**src/rtl/uart_alu_pkg.sv**
```systemverilog
// Shared types and defaults for the UART <-> ALU command sequencer.
package uart_alu_pkg;

  localparam int NB_DATA_DEF = 8;
  localparam int NB_OP_DEF   = 6;
  localparam int NB_OUT_DEF  = 16;

  // Result bytes go out least-significant byte first.
  localparam bit LSB_FIRST = 1'b1;

  typedef enum logic [2:0] {
    ST_IDLE    = 3'd0,
    ST_WAIT_B  = 3'd1,
    ST_WAIT_OP = 3'd2,
    ST_EXEC    = 3'd3,
    ST_TX_LO   = 3'd4,
    ST_WAIT_LO = 3'd5,
    ST_TX_HI   = 3'd6,
    ST_WAIT_HI = 3'd7
  } state_t;

  // States in which the sequencer is still collecting command bytes.
  function automatic logic is_collecting(state_t s);
    return (s == ST_WAIT_B) || (s == ST_WAIT_OP);
  endfunction

endpackage

```
**src/rtl/uart_alu_sequencer_if.sv**
```systemverilog
// Bundle of UART RX/TX, ALU and status signals around the sequencer.
// master = sequencer side, slave = UART/ALU environment side.
interface uart_alu_sequencer_if
  import uart_alu_pkg::*;
#(
  parameter int NB_DATA = NB_DATA_DEF,
  parameter int NB_OP   = NB_OP_DEF,
  parameter int NB_OUT  = NB_OUT_DEF
);

  logic               i_rx_done;
  logic [NB_DATA-1:0] i_rx_data;
  logic [NB_OUT-1:0]  i_result;
  logic               i_tx_busy;
  logic               i_tx_done;

  logic [NB_DATA-1:0] o_operand1;
  logic [NB_DATA-1:0] o_operand2;
  logic [NB_OP-1:0]   o_opcode;
  logic               o_alu_valid;
  logic               o_tx_start;
  logic [NB_DATA-1:0] o_tx_data;
  logic               o_busy;
  logic               o_frame_err;
  logic               o_overrun;

  modport master (
    input  i_rx_done, i_rx_data, i_result, i_tx_busy, i_tx_done,
    output o_operand1, o_operand2, o_opcode, o_alu_valid, o_tx_start,
           o_tx_data, o_busy, o_frame_err, o_overrun
  );

  modport slave (
    output i_rx_done, i_rx_data, i_result, i_tx_busy, i_tx_done,
    input  o_operand1, o_operand2, o_opcode, o_alu_valid, o_tx_start,
           o_tx_data, o_busy, o_frame_err, o_overrun
  );

endinterface

```
**src/rtl/seq_timeout_counter.sv**
```systemverilog
// Inter-byte timeout counter. o_expired is high in the cycle whose closing
// edge brings the count to LIMIT, so a registered error flag set on that
// edge coincides with the count reaching LIMIT.
module seq_timeout_counter #(
  parameter int CW    = 23,
  parameter int LIMIT = 4_999_999
) (
  input  logic clk,
  input  logic rst_n,
  input  logic clear,
  input  logic enable,
  output logic o_expired
);

  localparam logic [CW-1:0] LAST = CW'(LIMIT);

  logic [CW-1:0] count_q;
  logic [CW-1:0] count_inc;

  assign count_inc = count_q + 1'b1;

  // Count enabled cycles; clear has priority.
  always_ff @(posedge clk or negedge rst_n) begin
    if (!rst_n) begin
      count_q <= '0;
    end else if (clear) begin
      count_q <= '0;
    end else if (enable) begin
      count_q <= count_inc;
    end
  end

  assign o_expired = enable && !clear && (count_inc == LAST);

endmodule

```
**src/rtl/uart_alu_sequencer.sv**
```systemverilog
// Collects operand1/operand2/opcode bytes from the UART receiver, drives the
// ALU for one EXEC cycle, registers the result and sends it back as two bytes.
// Every output comes from a flop.
module uart_alu_sequencer
  import uart_alu_pkg::*;
#(
  parameter int NB_DATA        = NB_DATA_DEF,
  parameter int NB_OP          = NB_OP_DEF,
  parameter int NB_OUT         = NB_OUT_DEF,
  parameter int TIMEOUT_CYCLES = 5_000_000
) (
  input logic                 i_clk,
  input logic                 i_reset,
  uart_alu_sequencer_if.master bus
);

  localparam int TW = $clog2(TIMEOUT_CYCLES);

  state_t state_q, state_d;

  logic [NB_DATA-1:0] operand1_q, operand2_q;
  logic [NB_OP-1:0]   opcode_q;
  logic [NB_OUT-1:0]  result_q;
  logic [NB_OUT-1:0]  result_src;
  logic [NB_DATA-1:0] first_byte, second_byte;

  logic               alu_valid_q, alu_valid_d;
  logic               tx_start_q, tx_start_d;
  logic [NB_DATA-1:0] tx_data_q, tx_data_d;
  logic               busy_q, busy_d;
  logic               frame_err_q, frame_err_d;
  logic               overrun_q, overrun_d;

  logic collecting;
  logic tmo_expired;

  assign collecting = is_collecting(state_q);

  seq_timeout_counter #(
    .CW    (TW),
    .LIMIT (TIMEOUT_CYCLES - 1)
  ) u_timeout (
    .clk       (i_clk),
    .rst_n     (i_reset),
    .clear     (!collecting || bus.i_rx_done),
    .enable    (collecting),
    .o_expired (tmo_expired)
  );

  // In EXEC the result is still on the ALU input; afterwards it is in result_q.
  assign result_src  = (state_q == ST_EXEC) ? bus.i_result : result_q;
  assign first_byte  = LSB_FIRST ? result_src[NB_DATA-1:0] : result_src[NB_OUT-1:NB_DATA];
  assign second_byte = LSB_FIRST ? result_src[NB_OUT-1:NB_DATA] : result_src[NB_DATA-1:0];

  // State register.
  // NOTE: sequential state is updated with <= so every flop samples pre-edge values.
  always_ff @(posedge i_clk or negedge i_reset) begin
    if (!i_reset) state_q <= ST_IDLE;
    else          state_q <= state_d;
  end

  // Next-state logic; an incoming byte outranks a same-cycle timeout.
  // NOTE: state_d gets a default before the case so no latch is inferred.
  always_comb begin
    state_d = state_q;
    case (state_q)
      ST_IDLE:    if (bus.i_rx_done) state_d = ST_WAIT_B;
      ST_WAIT_B:  if (bus.i_rx_done) state_d = ST_WAIT_OP;
                  else if (tmo_expired) state_d = ST_IDLE;
      ST_WAIT_OP: if (bus.i_rx_done) state_d = ST_EXEC;
                  else if (tmo_expired) state_d = ST_IDLE;
      ST_EXEC:    state_d = ST_TX_LO;
      ST_TX_LO:   if (tx_start_q) state_d = ST_WAIT_LO;
      ST_WAIT_LO: if (bus.i_tx_done) state_d = ST_TX_HI;
      ST_TX_HI:   if (tx_start_q) state_d = ST_WAIT_HI;
      ST_WAIT_HI: if (bus.i_tx_done) state_d = ST_IDLE;
      default:    state_d = ST_IDLE;
    endcase
  end

  // Output decode: values the output flops take at the coming edge.
  always_comb begin
    alu_valid_d = (state_d == ST_EXEC);
    busy_d      = (state_d != ST_IDLE);
    // A TX state not yet launched keeps state_d in that TX state.
    tx_start_d  = ((state_d == ST_TX_LO) || (state_d == ST_TX_HI)) && !bus.i_tx_busy;
    frame_err_d = collecting && tmo_expired && !bus.i_rx_done;
    overrun_d   = bus.i_rx_done && !collecting && (state_q != ST_IDLE);
    tx_data_d   = tx_data_q;
    if ((state_d == ST_TX_LO) || (state_d == ST_WAIT_LO)) tx_data_d = first_byte;
    if ((state_d == ST_TX_HI) || (state_d == ST_WAIT_HI)) tx_data_d = second_byte;
  end

  // Datapath and output registers.
  always_ff @(posedge i_clk or negedge i_reset) begin
    if (!i_reset) begin
      operand1_q  <= '0;
      operand2_q  <= '0;
      opcode_q    <= '0;
      result_q    <= '0;
      alu_valid_q <= 1'b0;
      tx_start_q  <= 1'b0;
      tx_data_q   <= '0;
      busy_q      <= 1'b0;
      frame_err_q <= 1'b0;
      overrun_q   <= 1'b0;
    end else begin
      if (bus.i_rx_done) begin
        case (state_q)
          ST_IDLE:    operand1_q <= bus.i_rx_data;
          ST_WAIT_B:  operand2_q <= bus.i_rx_data;
          ST_WAIT_OP: opcode_q   <= bus.i_rx_data[NB_OP-1:0];
          default:    ;
        endcase
      end
      if (state_q == ST_EXEC) result_q <= bus.i_result;
      alu_valid_q <= alu_valid_d;
      tx_start_q  <= tx_start_d;
      tx_data_q   <= tx_data_d;
      busy_q      <= busy_d;
      frame_err_q <= frame_err_d;
      overrun_q   <= overrun_d;
    end
  end

  assign bus.o_operand1  = operand1_q;
  assign bus.o_operand2  = operand2_q;
  assign bus.o_opcode    = opcode_q;
  assign bus.o_alu_valid = alu_valid_q;
  assign bus.o_tx_start  = tx_start_q;
  assign bus.o_tx_data   = tx_data_q;
  assign bus.o_busy      = busy_q;
  assign bus.o_frame_err = frame_err_q;
  assign bus.o_overrun   = overrun_q;

endmodule

```
**src/flat_wrapper.sv**
```systemverilog
// flat-port wrapper written by rule: the top's interface ports become plain ports
module uart_alu_sequencer_flat import uart_alu_pkg::*;
#(
  parameter int NB_DATA        = NB_DATA_DEF,
  parameter int NB_OP          = NB_OP_DEF,
  parameter int NB_OUT         = NB_OUT_DEF,
  parameter int TIMEOUT_CYCLES = 5_000_000
)
  (i_clk, i_reset, bus_i_rx_done, bus_i_rx_data, bus_i_result, bus_i_tx_busy, bus_i_tx_done, bus_o_operand1, bus_o_operand2, bus_o_opcode, bus_o_alu_valid, bus_o_tx_start, bus_o_tx_data, bus_o_busy, bus_o_frame_err, bus_o_overrun);
  uart_alu_sequencer_if #(.NB_DATA(NB_DATA), .NB_OP(NB_OP), .NB_OUT(NB_OUT)) bus_i ();
  input logic i_clk;
  input logic i_reset;
  input wire logic [$bits(bus_i.i_rx_done)-1:0] bus_i_rx_done;
  input wire logic [$bits(bus_i.i_rx_data)-1:0] bus_i_rx_data;
  input wire logic [$bits(bus_i.i_result)-1:0] bus_i_result;
  input wire logic [$bits(bus_i.i_tx_busy)-1:0] bus_i_tx_busy;
  input wire logic [$bits(bus_i.i_tx_done)-1:0] bus_i_tx_done;
  output wire logic [$bits(bus_i.o_operand1)-1:0] bus_o_operand1;
  output wire logic [$bits(bus_i.o_operand2)-1:0] bus_o_operand2;
  output wire logic [$bits(bus_i.o_opcode)-1:0] bus_o_opcode;
  output wire logic [$bits(bus_i.o_alu_valid)-1:0] bus_o_alu_valid;
  output wire logic [$bits(bus_i.o_tx_start)-1:0] bus_o_tx_start;
  output wire logic [$bits(bus_i.o_tx_data)-1:0] bus_o_tx_data;
  output wire logic [$bits(bus_i.o_busy)-1:0] bus_o_busy;
  output wire logic [$bits(bus_i.o_frame_err)-1:0] bus_o_frame_err;
  output wire logic [$bits(bus_i.o_overrun)-1:0] bus_o_overrun;
  assign bus_i.i_rx_done = bus_i_rx_done;
  assign bus_i.i_rx_data = bus_i_rx_data;
  assign bus_i.i_result = bus_i_result;
  assign bus_i.i_tx_busy = bus_i_tx_busy;
  assign bus_i.i_tx_done = bus_i_tx_done;
  assign bus_o_operand1 = bus_i.o_operand1;
  assign bus_o_operand2 = bus_i.o_operand2;
  assign bus_o_opcode = bus_i.o_opcode;
  assign bus_o_alu_valid = bus_i.o_alu_valid;
  assign bus_o_tx_start = bus_i.o_tx_start;
  assign bus_o_tx_data = bus_i.o_tx_data;
  assign bus_o_busy = bus_i.o_busy;
  assign bus_o_frame_err = bus_i.o_frame_err;
  assign bus_o_overrun = bus_i.o_overrun;
  uart_alu_sequencer #(.NB_DATA(NB_DATA), .NB_OP(NB_OP), .NB_OUT(NB_OUT), .TIMEOUT_CYCLES(TIMEOUT_CYCLES)) u_core (.i_clk(i_clk), .i_reset(i_reset), .bus(bus_i));
endmodule
```
**config.mk**
```make
export PLATFORM = sky130hd
export DESIGN_NAME = uart_alu_sequencer_flat
export DESIGN_NICKNAME = d
export VERILOG_FILES = /design/src/rtl/uart_alu_pkg.sv /design/src/rtl/uart_alu_sequencer_if.sv /design/src/rtl/seq_timeout_counter.sv /design/src/rtl/uart_alu_sequencer.sv /design/src/flat_wrapper.sv
export SDC_FILE = /design/constraint.sdc
export NUM_CORES = 1
export LEC_CHECK = 0
export ABC_AREA = 0
export CAP_MARGIN = 10
export CORE_UTILIZATION = 35
export DETAILED_ROUTE_END_ITERATION = 6
export MAX_ROUTING_LAYER = met4
export PLACE_DENSITY = 0.61
export SYNTH_ARGS = -nofsm -noshare
export SYNTH_HDL_FRONTEND = slang
export SYNTH_SLANG_ARGS = --single-unit
```
**constraint.sdc**
```tcl
create_clock -name i_clk -period 1.88 [get_ports i_clk]
set_input_delay 0.188 -clock i_clk [delete_from_list [all_inputs] [get_ports i_clk]]
set_output_delay 0.188 -clock i_clk [all_outputs]
set_load 0.005 [all_outputs]
```
==> qor.yml <==
outcome:
  outcome: "finished with violations"
  violations: "negative setup slack"
worst_setup_path:
  path_buf_inv: 1
  cp-start-kind: "flop"
  critical_path.cell_chain: "nand4_4 > or4_4 > a2111oi_4 > o221ai_2 > nor4_4 > buf_4 > o211ai_2"
  crit_path_top_delay_cell: "or4_4"
  critical_path_arrival_ns: 2.35
  crit_family: "simple AND/OR/NAND/NOR gates"
  cp_max_fo: 4
  critPathCaptureType: "flop"
  cp_data_required_time_ns: 2.11
  crit_type: "reg -> reg"
  slowest_delay_ns: 0.51
worst_hold_path:
  hold_class: "in -> async"
timing:
  rsz0062_at_grt: "yes"
  fin_crit_ns: 2.117
  period_share: 1.126
  skew_ns: 0.01272
  hold_viol_final: 0
  tightestPinTransition_ns: 0.4408
  relSlewSlack: 0.7061
  fmax_ghz: 0.4723
  drv_slew: 0
  finalSetupViolations: 4
  fin_ws_ns: -0.2375
  hold-worst-slack_ns: 0.3614
synth:
  ys.flop_type: "dfrtp_1"
  synth_cells: 298
  synth_warnings: 0
  syn-num-nets: 329
  synth_seq_cells: 77
  netlist_area_um2: 3530
  synth_edf_count: 0
  synth-async-reset-ratio: 1.000
  ys_types: 53
  synth.avg_cell_area_um2: 11.84
  ys_seq_area_frac: 0.5459
global_routing:
  met2_usage: 0.2646
  top_usage_layer: "met2"
  grtUsageMet1: 0.2089
  grt_pass1_wl_um: 13300
  use_met3: 0.04856
  grt_max_degree: 78
  grt_usage: 0.1722
  grt_pass1_vias: 2864
  antenna_found_initial: 0
  overflow: 0
power:
  total_leakage_power_nw: 2.144
  power_density_nw_per_um2: 1228
  irDropWorstVdd_v: 0.0007358
routing:
  drt-total-wl_um: 7819
  ant_nets: 0
  vias_per_cell: 4.745
  firstDrtPassIters: 4
  drt-initial-drc-count: 69
  wire_per_inst_um: 13.86
  drc_errors: 0
  routed-via-count: 2676
floorplan:
  die-area_um2: 10490
  die_x_um: 102.4
  start_util: 0.3611
  fp.dieH_um: 102.4
  rows: 36
  pin_count: 64
  core_region_area_um2: 9774
finish:
  layout.nets: 458
  layout_commonest_cell: "dfrtp_1"
  final_cell_mix: "dfrtp_1, buf_4, clkdlybuf4s50_1, mux2_2, nor2_1"
  multi_input_area_um2: 1536
  n_fill_cell: 888
  fin_area_um2: 5075
  syn2layout_area_growth_pct: 43.78
  register_area_um2: 1927
  drive_gt1_frac: 0.3387
  diodes: 0
clock_tree:
  clk_latency_ns: 0.36
  cts-root-buf: "clkbuf_8"
  tritoncts: "built"
  numCtsBuffers: 9
  cts.path.max_buffers: 2
  cts.reportedPaths.clkPinSlew_ns: 0.08
  clock_sinks: 77
  htreeDepth: 3
placed_design:
  port_buffers: 63
  place_area_um2: 4780
  dp_hpwl_um: 5465
  globalplace.congestion: 0.8366
run:
  drv_cap: 0
Yosys cell counts, types with 2 or more instances:
cell type | n | area share
a211oi_1 | 3 | 0.0064
a21oi_1 | 4 | 0.0057
a22o_1 | 3 | 0.0074
a22oi_1 | 3 | 0.0064
a31o_1 | 3 | 0.0074
buf_2 | 5 | 0.0071
buf_6 | 2 | 0.0064
clkbuf_1 | 8 | 0.0085
dfrtp_1 | 77 | 0.55
ha_1 | 2 | 0.0071
inv_1 | 8 | 0.0085
mux2_2 | 38 | 0.12
nand2_1 | 20 | 0.021
nand2b_1 | 2 | 0.0035
nand3_1 | 8 | 0.011
nand4_1 | 8 | 0.014
nor2_1 | 31 | 0.033
nor3_1 | 3 | 0.0043
nor3b_1 | 2 | 0.0043
nor4_1 | 4 | 0.0071
nor4b_1 | 3 | 0.0074
o21a_1 | 2 | 0.0043
o21ai_1 | 3 | 0.0043
o221ai_1 | 2 | 0.0050
o22ai_1 | 2 | 0.0035
or2_1 | 2 | 0.0035
or3_1 | 4 | 0.0071
xnor2_1 | 13 | 0.032
xor2_1 | 9 | 0.022
final cells by class:
type	count	share of cell area
flip-flops and latches	77	0.3797
multi-input cells	196	0.3028
clock buffers	10	0.02712
inverters	9	0.006657
repair buffers	134	0.2342
well taps	133	0.03279
clock inverters	5	0.01677
kinds of logic after synthesis:
logic type | share of synthesized area
muxes | 0.1212
adders and majority gates | 0.007089
buffers and inverters | 0.03261
xor gates and xnor gates | 0.05920
and+or+nand+nor | 0.1592
AOI/OAI and AO/OA | 0.07480
DFF | 0.5459
worst paths after layout:
| check | from | end | slack (ns) | depth (start not counted) |
|---|---|---|---|---|
| min | i_reset | u_core.u_timeout.count_q[5] | 0.36 | 3 |
| max | u_core.u_timeout.count_q[5] | u_core.bus.o_busy | -0.24 | 7 |
| min in group i_clk | bus_i_tx_busy | u_core.bus.o_tx_start | 0.40 | 2 |
| max reg2reg | u_core.u_timeout.count_q[5] | u_core.bus.o_busy | -0.24 | 7 |
| min reg2reg | u_core.result_q[6] | u_core.result_q[6] | 0.50 | 1 |
| max in group asynchronous | i_reset | u_core.u_timeout.count_q[2] | 1.14 | 3 |
flip-flops by register name (all words and copies together), names as in the netlist:
register	cells
u_core.u_timeout.count_q	23
u_core.result_q	16
u_core.bus.o_operand1	8
u_core.bus.o_operand2	8
u_core.bus.o_tx_data	8
u_core.bus.o_opcode	6
u_core.state_q	3
u_core.bus.o_alu_valid	1
u_core.bus.o_busy	1
u_core.bus.o_frame_err	1
u_core.bus.o_overrun	1
u_core.bus.o_tx_start	1
power breakdown:
group          switching, mW  internal [mW]  total (mW)
sequential             0.285           2.22        2.51
combinational          0.901           1.42        2.32
clock                  0.623          0.781        1.40
total                   1.81           4.42        6.23
what timing repair did:
item | 4_1_cts | 5_1_grt
hold buffers | 1 | 0
buffers inserted | 2 | 1
setup endpoints to repair | 4 | 8
hold endpoints to repair | 77 | 0
pin swaps | 5 | 2
gates resized for setup | 1 | 7
per-stage QoR:
| step | setup WS [ns] | total power [mW] | TNS [ns] | utilization | std cells |
|---|---|---|---|---|---|
| after detailed placement | -0.2399 | 4.865 | -0.8528 | 0.4890 | 545 |
| after global placement | -0.2084 | 4.810 | -0.7354 | 0.4890 | 545 |
| after global routing | -0.3301 | 6.627 | -1.209 | 0.5192 | 564 |
| after CTS | -0.2714 | 6.304 | -1.048 | 0.5145 | 563 |
| final | -0.2375 | 6.231 | -0.8452 | 0.5192 | 564 |
| after floorplan | -0.1693 | 3.621 | -0.4615 | - | 298 |
metal layers:
metal / part of all wire / vias up
li1: - / 1304
met1: 0.46 / 1296
met2: 0.47 / 59
met5: 0 / -
met4: 0.023 / 0
met3: 0.050 / 17
worst register-to-register path: stages, from the launching register on:
cell	delay, ns
dfrtp_1	0.40
nand4_4	0.12
or4_4	0.51
a2111oi_4	0.31
o221ai_2	0.15
nor4_4	0.25
buf_4	0.17
o211ai_2	0.07
Power figures use the tool's default switching activity.
